## config.mk

```make
export PLATFORM = sky130hd
export DESIGN_NAME = filter_mode_ctrl
export DESIGN_NICKNAME = d
export VERILOG_FILES = /design/src/rtl/filter_mode_ctrl.sv
export SDC_FILE = /design/constraint.sdc
export NUM_CORES = 1
export LEC_CHECK = 0
export ABC_AREA = 1
export ABC_CLOCK_PERIOD_IN_PS = 3800
export CORE_MARGIN = 4
export CORE_UTILIZATION = 62
export CTS_CLUSTER_SIZE = 30
export DETAILED_ROUTE_END_ITERATION = 12
export PLACE_DENSITY = 0.79
export SETUP_SLACK_MARGIN = 0.2
export SLEW_MARGIN = 20
export SYNTH_ARGS = -nofsm -noshare
export SYNTH_HDL_FRONTEND = slang
export SYNTH_SLANG_ARGS = --single-unit
```

## constraint.sdc

```tcl
create_clock -name clk -period 3.8 [get_ports clk]
set_input_delay 0.76 -clock clk [delete_from_list [all_inputs] [get_ports clk]]
set_output_delay 0.76 -clock clk [all_outputs]
set_load 0.05 [all_outputs]
```

## src/rtl/filter_mode_ctrl.sv

```systemverilog
// filter_mode_ctrl: debounces four push keys (home/next/prev/lock) and steps
// through NUM_MODES video filter modes. The live mode goes straight to the
// filter datapath. Every new mode is also offered to the LCD text driver over
// a req/ack handshake that keeps the most recent mode if the LCD is slow.
module filter_mode_ctrl #(
  parameter int DELAY_COUNTS   = 2500,
  parameter int NUM_MODES      = 4,
  parameter bit KEY_ACTIVE_LOW = 1'b0,
  localparam int MODE_W = ($clog2(NUM_MODES) > 1) ? $clog2(NUM_MODES) : 1
) (
  input  logic              clk,
  input  logic              reset,
  input  logic [3:0]        key,
  output logic [MODE_W-1:0] filter_type,
  output logic              locked,
  output logic              mode_changed,
  output logic              lcd_req,
  output logic [MODE_W-1:0] lcd_mode,
  input  logic              lcd_ack
);

  localparam int CNT_W = $clog2(DELAY_COUNTS + 1);
  localparam logic [MODE_W-1:0] LAST_MODE = MODE_W'(NUM_MODES - 1);

  typedef enum logic [1:0] {
    INIT,
    IDLE,
    REQ,
    RELOAD
  } lcdState_t;

  // Keys are normalised to "1 = pressed" before the synchroniser, so a cleared
  // register always means "released" whatever the board polarity is.
  logic [3:0]       keyNorm;
  logic [3:0]       sync1_q;
  logic [3:0]       sync2_q;
  logic [3:0]       deb_q;
  logic [3:0]       debPrev_q;
  logic [CNT_W-1:0] cnt_q [4];
  logic [3:0]       pressEvt;

  logic [MODE_W-1:0] filterType_q;
  logic [MODE_W-1:0] filterType_d;
  logic              locked_q;
  logic              locked_d;
  logic              modeChanged_q;
  logic              modeChange;

  lcdState_t         state_q;
  logic              lcdReq_q;
  logic [MODE_W-1:0] lcdMode_q;
  logic              pending_q;

  assign keyNorm  = KEY_ACTIVE_LOW ? ~key : key;
  assign pressEvt = deb_q & ~debPrev_q;

  // Synchronise each key, then toggle its debounced level only after the
  // synchronised level has disagreed with it for DELAY_COUNTS+1 cycles in a row.
  always_ff @(posedge clk or posedge reset) begin
    if (reset) begin
      sync1_q   <= '0;
      sync2_q   <= '0;
      deb_q     <= '0;
      debPrev_q <= '0;
      for (int i = 0; i < 4; i++) begin
        cnt_q[i] <= '0;
      end
    end else begin
      sync1_q   <= keyNorm;
      sync2_q   <= sync1_q;
      debPrev_q <= deb_q;
      for (int i = 0; i < 4; i++) begin
        if (sync2_q[i] != deb_q[i]) begin
          if (cnt_q[i] == CNT_W'(DELAY_COUNTS)) begin
            deb_q[i] <= sync2_q[i];
            cnt_q[i] <= '0;
          end else begin
            cnt_q[i] <= cnt_q[i] + 1'b1;
          end
        end else begin
          cnt_q[i] <= '0;
        end
      end
    end
  end

  // Next mode: the lock toggle is resolved first, and the new lock state gates
  // home > next > prev in that same cycle.
  always_comb begin
    locked_d     = locked_q ^ pressEvt[3];
    filterType_d = filterType_q;
    if (!locked_d) begin
      if (pressEvt[0]) begin
        filterType_d = '0;
      end else if (pressEvt[1]) begin
        filterType_d = (filterType_q == LAST_MODE) ? '0 : filterType_q + 1'b1;
      end else if (pressEvt[2]) begin
        filterType_d = (filterType_q == '0) ? LAST_MODE : filterType_q - 1'b1;
      end
    end
    modeChange = (filterType_d != filterType_q);
  end

  // Mode, lock flag and the change pulse all update on the same edge.
  always_ff @(posedge clk or posedge reset) begin
    if (reset) begin
      filterType_q  <= '0;
      locked_q      <= 1'b0;
      modeChanged_q <= 1'b0;
    end else begin
      filterType_q  <= filterType_d;
      locked_q      <= locked_d;
      modeChanged_q <= modeChange;
    end
  end

  // LCD handshake: changes seen during a request are remembered in pending_q,
  // and RELOAD (one cycle with lcd_req low) then sends only the latest mode.
  always_ff @(posedge clk or posedge reset) begin
    if (reset) begin
      state_q   <= INIT;
      lcdReq_q  <= 1'b0;
      lcdMode_q <= '0;
      pending_q <= 1'b0;
    end else begin
      case (state_q)
        INIT: begin
          state_q   <= REQ;
          lcdReq_q  <= 1'b1;
          lcdMode_q <= filterType_d;
        end
        IDLE: begin
          if (modeChange) begin
            state_q   <= REQ;
            lcdReq_q  <= 1'b1;
            lcdMode_q <= filterType_d;
          end
        end
        REQ: begin
          if (lcd_ack) begin
            lcdReq_q <= 1'b0;
            if (pending_q || modeChange) begin
              state_q <= RELOAD;
            end else begin
              state_q <= IDLE;
            end
          end else if (modeChange) begin
            pending_q <= 1'b1;
          end
        end
        RELOAD: begin
          state_q   <= REQ;
          lcdReq_q  <= 1'b1;
          lcdMode_q <= filterType_d;
          pending_q <= 1'b0;
        end
        default: begin
          state_q  <= INIT;
          lcdReq_q <= 1'b0;
        end
      endcase
    end
  end

  assign filter_type  = filterType_q;
  assign locked       = locked_q;
  assign mode_changed = modeChanged_q;
  assign lcd_req      = lcdReq_q;
  assign lcd_mode     = lcdMode_q;

endmodule

```

After elaboration in Yosys (flattened, before gate mapping)
Cells that the tools add are included.
{ "totals": {"ff_bits": 74, "input_bits": 7, "out_inout_bits": 7} }
{ "classes": {"addsub": 6, "eq_ne": 17, "muxes": 25, "n_bitwise": 3, "n_reduce_logical": 13} }
{ "ops": {"columns": ["operator", "n"], "rows": [
  ["12-bit two-way mux", 8],
  ["12-bit by 1-bit adder with 12-bit output (second input constant)", 4],
  ["12-bit == test (second input constant)", 4],
  ["2-bit two-way mux", 10],
  ["2-bit AND reduction", 6],
  ["2-bit inequality test (second input constant)", 4],
  ["2-bit == test (second input constant)", 3],
  ["2-bit case mux with 3 select lines", 1],
  ["4-bit AND", 1],
  ["2-bit logical NOT", 2],
  ["1-bit inequality test", 4],
  ["4-bit inverter", 1],
  ["2-bit case mux with 2 select lines", 1],
  ["2-bit nonzero test", 2],
  ["1-bit two-way mux", 3],
  ["1-bit case mux with 3 select lines", 1],
  ["3-bit AND reduction", 1],
  ["2-bit by 1-bit adder with 2-bit output (second input constant)", 1],
  ["2-bit by 1-bit == test with 1-bit output (second input constant)", 1],
  ["2-bit inequality test", 1],
  ["1-bit case mux with 2 select lines", 1],
  ["2-bit OR reduction", 1],
  ["2-bit by 1-bit subtractor with 2-bit output (second input constant)", 1],
  ["1-bit logical OR", 1],
  ["1-bit XOR", 1]
]} }

Depth between registers and ports, before layout
Gate-level depths: netlist of run 1.
{ "logic_depth": {"depth_word": 11, "ltp_mapped": 13, "depth_no_buf": 13} }

Worst setup path after synthesis of run 1
No wires, ideal clock.
{ "synth_timing": {"kind": "register to register", "startpoint": "register filterType_q[0] (netlist: filter_type[0])", "endpoint": "register lcdMode_q[0] (netlist: lcd_mode[0])", "setup_ns": 0.119, "t_arrival_ns": 1.849, "required_ns": 3.681, "slack_ns": 1.831, "path_stages_with_launch": 13, "path_buffers": 0, "cell_sequence": "dfrtp_1 inv_1 ha_1 inv_1 nand3_1 nand2_1 nor2_2 nand2_1 nand3_2 nand4_2 nand2_1 nand2_1 nand2_1"} }
{ "synth_via": {"elab_chain_len": 9, "word_cells_on_any_way": 15} }
{ "synth_lines": {"columns": ["item", "line", "source"], "rows": [
  ["start, declared", "42", "logic [MODE_W-1:0] filterType_q;"],
  ["start signal, assigned", "111", "filterType_q <= filterType_d;"],
  ["2-bit by 1-bit subtractor with 2-bit output or 2-bit logical NOT (tied branches)", "98", "filterType_d = (filterType_q == '0) ? LAST_MODE : filterType_q - 1'b1;"],
  ["2-bit two-way mux", "98", null],
  ["2-bit two-way mux", "97", "end else if (pressEvt[2]) begin"],
  ["2-bit two-way mux", "95", "end else if (pressEvt[1]) begin"],
  ["2-bit two-way mux", "93", "if (pressEvt[0]) begin"],
  ["2-bit two-way mux", "92", "if (!locked_d) begin"],
  ["2-bit inequality test", "101", "modeChange = (filterType_d != filterType_q);"],
  ["2-bit inequality test (no source line)", null, null],
  ["2-bit AND reduction (no source line)", null, null],
  ["end signal, assigned", "130", "lcdMode_q <= filterType_d;"],
  ["end signal, assigned", "136", "lcdMode_q <= filterType_d;"],
  ["end signal, assigned", "154", "lcdMode_q <= filterType_d;"],
  ["end, declared", "51", "logic [MODE_W-1:0] lcdMode_q;"]
]} }
Several ways; a longest one is shown, not always the timed one. The select of a mux whose other input is x is not followed.
A chain may end at the register's enable or synchronous reset.

Worst setup path after layout of run 1
{ "layout_timing": {"startpoint": "register filterType_q[1] (netlist: filter_type[1])", "endpoint": "output port filter_type[1]"} }
{ "layout_lines": {"columns": ["item", "line", "source"], "rows": [
  ["end, declared", "14", "output logic [MODE_W-1:0] filter_type,"]
]} }
No word-level cell between the ends.

==> results of run 1 <==
==> kinds of logic (layout without fill, tap and decap cells) <==
family                   after synthesis  in the layout  synth area share, %
XOR/XNOR                              22             22                 5.50
AND/OR/NAND/NOR                      182            182                 25.3
multiplexers                           4              4                 1.29
AO/OA/AOI/OAI                         28             28                 4.86
buffers and inverters                 62             90                 6.68
adder cells (fa/ha/maj)               10             10                 3.57
flip-flops                            74             74                 52.8
==> through the flow <==
step / setup WS [ns] / hold WS (ns) / cell area (µm²)
floorplan: 1.16 / 0.331 / 3500
global placement: 1.81 / 0.334 / 3730
detailed placement: 1.79 / 0.344 / 3730
CTS: 1.41 / 0.360 / 3930
global route: 1.38 / 0.366 / 3930
finish: 1.44 / 0.356 / 3930
==> cell type report <==
cell class	count	area [µm²]	area share, %
flip-flops and latches	74	1850	47.2
clock inverters	3	40.0	1.02
inverters	61	229	5.83
multi-input cells	246	1420	36.1
well taps	72	90.1	2.29
clock buffers	11	151	3.86
repair buffers	15	145	3.70
==> cell usage after synthesis, types with 5 or more instances <==
cell type	n	area share, %
nand2_1	57	6.1
nand3_1	25	3.6
nor3b_1	5	1.1
nand3_2	5	1.4
o21ai_0	7	1.0
dfrtp_1	74	53
nor3_1	14	2.0
nor2_2	8	1.4
ha_1	10	3.6
a21oi_1	14	2.0
inv_1	57	6.1
xor2_1	16	4.0
xnor2_1	6	1.5
nor2_1	51	5.5
==> worst paths after layout <==
check                          startpoint              to  slack [ns]
setup reg to reg           filter_type[0]         lcd_req        2.04
hold reg to reg                sync1_q[2]      sync2_q[2]        0.36
setup / recovery           filter_type[1]  filter_type[1]        1.44
min in group asynchronous           reset      sync1_q[1]        0.83
max in group asynchronous           reset       cnt_q[11]        2.26
hold / removal                 sync1_q[2]      sync2_q[2]        0.36
==> cells in the final DEF (no fill, tap or decap), types with 7 or more instances in the layout <==
cell type         n
ha_1             10
clkdlybuf4s50_1  13
a21oi_1          14
nor2_1           51
nand3_1          25
xor2_1           16
dfrtp_1          74
inv_1            56
clkbuf_8         11
o21ai_0           7
nor2_2            8
nor3_1           14
nand2_1          57
==> power by group through the flow <==
stage	Combinational, mW	Sequential [mW]	Clock, mW
after global routing	0.192	0.844	0.647
after CTS	0.171	0.838	0.610
after detailed placement	0.170	0.853	0
after floorplan	0.107	0.867	0
after global placement	0.167	0.851	0
final	0.168	0.838	0.592
==> sequential cells by signal, indices dropped and copies added, names as in the netlist <==
signal / flops
sync2_q: 4
cnt_q: 48
debPrev_q: 4
lcd_mode: 2
deb_q: 4
sync1_q: 4
filter_type: 2
state_q: 2
locked: 1
mode_changed: 1
lcd_req: 1
pending_q: 1
==> per-layer routing <==
layer / GRT usage (%) / routed length (µm) / up-vias
met5: 0 / 0 / -
met2: 28.9 / 2480 / 28
met3: 4.66 / 174 / 13
met4: 6.09 / 102 / 0
met1: 24.2 / 2640 / 1122
li1: - / - / 1259
==> flow_summary_export.csv, run 1 <==
group,metric,value,unit
pwr,total_power,1.60,mW
drt,first_pass_iters,4,
grt,grt_usage,18.1,%
place,port_buffers,13,
pwr,p_int,1.21,mW
clock_network,cts.clk_slew.worst_paths,0.07,ns
min_path,hold_depth,0,
setup_path,start_kind,"flip-flop",
clock_network,hold_buffers,0,
clock_network,cts_resized,0,
setup_path,path_depth,1,
place,dp_cells,468,
synthesis,yosys_most_used_dff,"dfrtp_1",
synthesis,yosysSeqAreaShare,52.8,%
grt,overflow,0,
setup_path,critPathKind,"reg -> out",
finish,drive_above_1_share,12.0,%
clock_network,cts.root.buffer_cell,"clkbuf_8",
finish,antenna_cells,0,
synthesis,synth-seq-cells,74,
synthesis,yosysWarnings,0,
floorplanning,dieArea,6920,µm²
floorplanning,chipHeight,83.2,µm
sta,worst_pin_slew,0.648,ns
finish,finalNonFillerCells,482,
setup_path,cp_top_family,"buffers and inverters",
place,dp_hpwl,3.92,mm
clock_network,cts_buffers,9,
setup_path,arrival,1.60,ns
sta,finalSetupViolations,0,
setup_path,worstRegToRegCells,12,
setup_path,critPathCaptureType,"primary output",
floorplanning,rows,27,
drt,drc,0,
clock_network,cts_num_sinks,74,
pwr,p_leak,1.78,nW
sta,fin_crit,2.36,ns
synthesis,yosysUniqueCellTypes,32,
place,place_congestion,0.824,
pwr,p_clk_share,37.0,%
clock_network,cts_tree,"done",
clock_network,htree_levels,3,
clock_network,clk-insertion-delay-late,0.34,ns
synthesis,netlist_area,3500,µm²
sta,skew,0.00803,ns
flow_run,maxCapViolCount,0,
sta,drv_slew,0,
setup_path,required,3.04,ns
drt,ant_nets,0,
pwr,power_density,407,nW/µm²
synthesis,syn_area_per_cell,9.17,µm²
sta,hold_viol,0,
sta,rsz0062_at_grt,"no",
synthesis,synth_fp_nets,399,
finish,nFillCells,427,
drt,drt_iter0_drc,122,
pwr,ir_drop,308,µV
finish,area_growth_syn_to_layout,12.0,%
floorplanning,start_util,63.6,%
finish,fin_util,71.3,%
sta,fin_crit_sh,62.2,%
setup_path,worst-path-buf-inv,1,
grt,grt_pass1_wl,10.2,mm
clock_network,clockBufferDepth,2,
pwr,p_seq_share,52.5,%
sta,slew_headroom,56.8,%
synthesis,synth_cells,382,
drt,drt_wl_total,5.40,mm
sta,setup-tns-final,0,ns
pwr,p_switching,393,µW
pwr,switching_share,24.6,%
drt,wl_per_cell,11.2,µm
setup_path,crit_chain,"clkdlybuf4s50_1",
setup_path,max_stage_delay,0.83,ns
finish,nets,424,
grt,grt_max_degree,35,
floorplanning,die_w,83.2,µm
pwr,combinationalPowerShare,10.5,%
drt,routed_via_density,5.02,
drt,vias,2422,
synthesis,synth_edf_count,0,
clock_network,post_cts_buffers,0,
setup_path,crit_slowest_cell,"clkdlybuf4s50_1",
min_path,worstHoldPathType,"reg -> reg",
synthesis,ys_async_sr_fraction,100,%
sta,clock.fmax,0.423,GHz
floorplanning,ios,14,
grt,grt_pass1_vias,2404,
floorplanning,core,5510,µm²
run_status,run_status,"completed",
setup_path,crit_path_max_fanout,5,
grt,antenna_found_initial,0,
Note: power is estimated with default switching activity, not from simulation.
==> run 2: changes to the inputs <==
ABC_CLOCK_PERIOD_IN_PS = 2200   (was 3800)
CORE_UTILIZATION = 60   (was 62)
PLACE_DENSITY = 0.77   (was 0.79)
clock period = 2.2 ns   (was 3.8 ns; I/O delays follow)
==> flow_summary_export.csv, run 2 (synthesis results as in run 1) <==
group,metric,value,unit
setup_path,arrival,1.51,ns
drt,wl_per_cell,11.7,µm
drt,drt_wl_total,5.64,mm
sta,fin_crit_sh,88.7,%
setup_path,crit_start,"locked",
drt,vias,2439,
place,dp_cells,468,
pwr,p_switching,680,µW
grt,grt_max_degree,28,
clock_network,cts.root.buffer_cell,"clkbuf_8",
sta,worst_slack,0.250,ns
setup_path,max_stage_delay,0.80,ns
pwr,p_seq_share,54.5,%
finish,fin_util,70.5,%
setup_path,worst-path-buf-inv,1,
pwr,p_int,1.98,mW
setup_path,cp_top_family,"buffers and inverters",
finish,nets,424,
setup_path,r2r_slack,0.42,ns
clock_network,hold_buffers,0,
finish,antenna_cells,0,
sta,rsz0062_at_grt,"no",
clock_network,clockBufferDepth,2,
setup_path,crit_chain,"clkdlybuf4s50_1",
finish,largest_reg_flops,48,
drt,drc,0,
place,dp_hpwl,4.14,mm
sta,skew,0.0125,ns
sta,hold_viol,0,
setup_path,crit_path_max_fanout,3,
clock_network,clk-insertion-delay-late,0.34,ns
clock_network,htree_levels,3,
sta,fin_crit,1.95,ns
finish,finalNonFillerCells,483,
sta,worst_pin_slew,0.553,ns
sta,slew_headroom,63.1,%
setup_path,critPathCaptureType,"primary output",
setup_path,crit_slowest_cell,"clkdlybuf4s50_1",
place,place_congestion,0.760,
flow_run,maxCapViolCount,0,
clock_network,cts.clk_slew.worst_paths,0.08,ns
pwr,combinationalPowerShare,11.2,%
drt,first_pass_iters,4,
setup_path,start_kind,"flip-flop",
floorplanning,dieArea,7130,µm²
clock_network,cts_buffers,9,
finish,layout_common_cells,"dfrtp_1 (74), nand2_1 (57), inv_1 (56)",
setup_path,required,1.76,ns
grt,grt_usage,18.0,%
pwr,p_clk_share,34.3,%
setup_path,path_depth,1,
sta,clock.fmax,0.513,GHz
pwr,p_leak,1.78,nW
grt,antenna_found_initial,0,
drt,routed_via_density,5.05,
place,port_buffers,13,
finish,regMostFlops,"cnt_q",
grt,grt_pass1_wl,10.4,mm
finish,nFillCells,440,
sta,finalSetupViolations,0,
grt,overflow,0,
finish,drive_above_1_share,11.9,%
setup_path,r2r-end,"lcd_mode[1]",
setup_path,timing.rr.start,"filter_type[1]",
finish,final_common_cell,"dfrtp_1",
min_path,min_from,"sync1_q[0]",
floorplanning,rows,27,
sta,drv_slew,0,
pwr,ir_drop,409,µV
floorplanning,core,5570,µm²
pwr,power_density,676,nW/µm²
drt,drt_iter0_drc,70,
drt,ant_nets,0,
setup_path,critPathKind,"reg -> out",
sta,setup-tns-final,0,ns
pwr,switching_share,25.6,%
floorplanning,chipHeight,84.4,µm
place,preCtsSetupSlack,0.456,ns
min_path,worstHoldPathType,"reg -> reg",
grt,grt_pass1_vias,2484,
floorplanning,die_w,84.4,µm
setup_path,crit_end,"locked",
clock_network,cts_tree,"done",
floorplanning,start_util,62.9,%
setup_path,worstRegToRegCells,12,
floorplanning,ios,14,
run_status,run_status,"completed",
clock_network,cts_num_sinks,74,
finish,area_growth_syn_to_layout,12.2,%
run 2: changes by cell type in the layout (fill, tap and decap cells not counted), sizes merged:
| cell | previous run | this run |
|---|---|---|
| clkinvlp | 0 | 1 |
| inv | 61 | 60 |
| dlygate4sd2 | 0 | 2 |
| clkinv | 2 | 3 |
| clkbuf | 11 | 12 |
| clkdlybuf4s50 | 13 | 11 |
| bufinv | 1 | 0 |
run 2: per-layer routing:
metal / part of all wire (%) / wire, µm / global-route usage, %
met5: 0 / 0 / 0
met4: 1.9 / 106 / 7.77
met3: 2.6 / 149 / 3.93
met2: 51 / 2850 / 30.6
met1: 45 / 2530 / 22.2
run 2: repair_timing:
action	CTS	global route
gates resized for setup	2	0
buffers inserted	0	0
setup endpoints to repair	2	0
run 2: worst min-delay path by stage:
stage | endpoint | cells past startpoint
after floorplan | sync2_q[0] | 0
after global placement | sync2_q[0] | 0
after detailed placement | sync2_q[0] | 0
after CTS | sync2_q[0] | 0
after global routing | sync2_q[0] | 0
final | sync2_q[0] | 0
run 2: metrics by stage:
step,hold WS [ns],cell area [µm²],power (mW)
3_5_place_dp,0.336,3760,1.78
3_3_place_gp,0.335,3760,1.76
4_1_cts,0.351,3930,2.69
6_report,0.349,3930,2.66
5_1_grt,0.356,3930,2.80
2_1_floorplan,0.331,3510,1.68
run 2: cell type report:
cell class	count	area [µm²]	area share, %
well taps	72	90.1	2.29
clock inverters	3	15.0	0.382
repair buffers	15	168	4.26
flip-flops and latches	74	1850	47.1
multi-input cells	246	1420	36.1
clock buffers	12	155	3.95
inverters	61	233	5.92
run 2: power groups by stage:
| stage | clock (mW) | sequential (mW) | combinational [mW] |
|---|---|---|---|
| after global routing | 1.00 | 1.45 | 0.338 |
| after global placement | 0 | 1.47 | 0.291 |
| final | 0.911 | 1.45 | 0.297 |
| after floorplan | 0 | 1.50 | 0.186 |
| after CTS | 0.944 | 1.45 | 0.302 |
| after detailed placement | 0 | 1.47 | 0.301 |
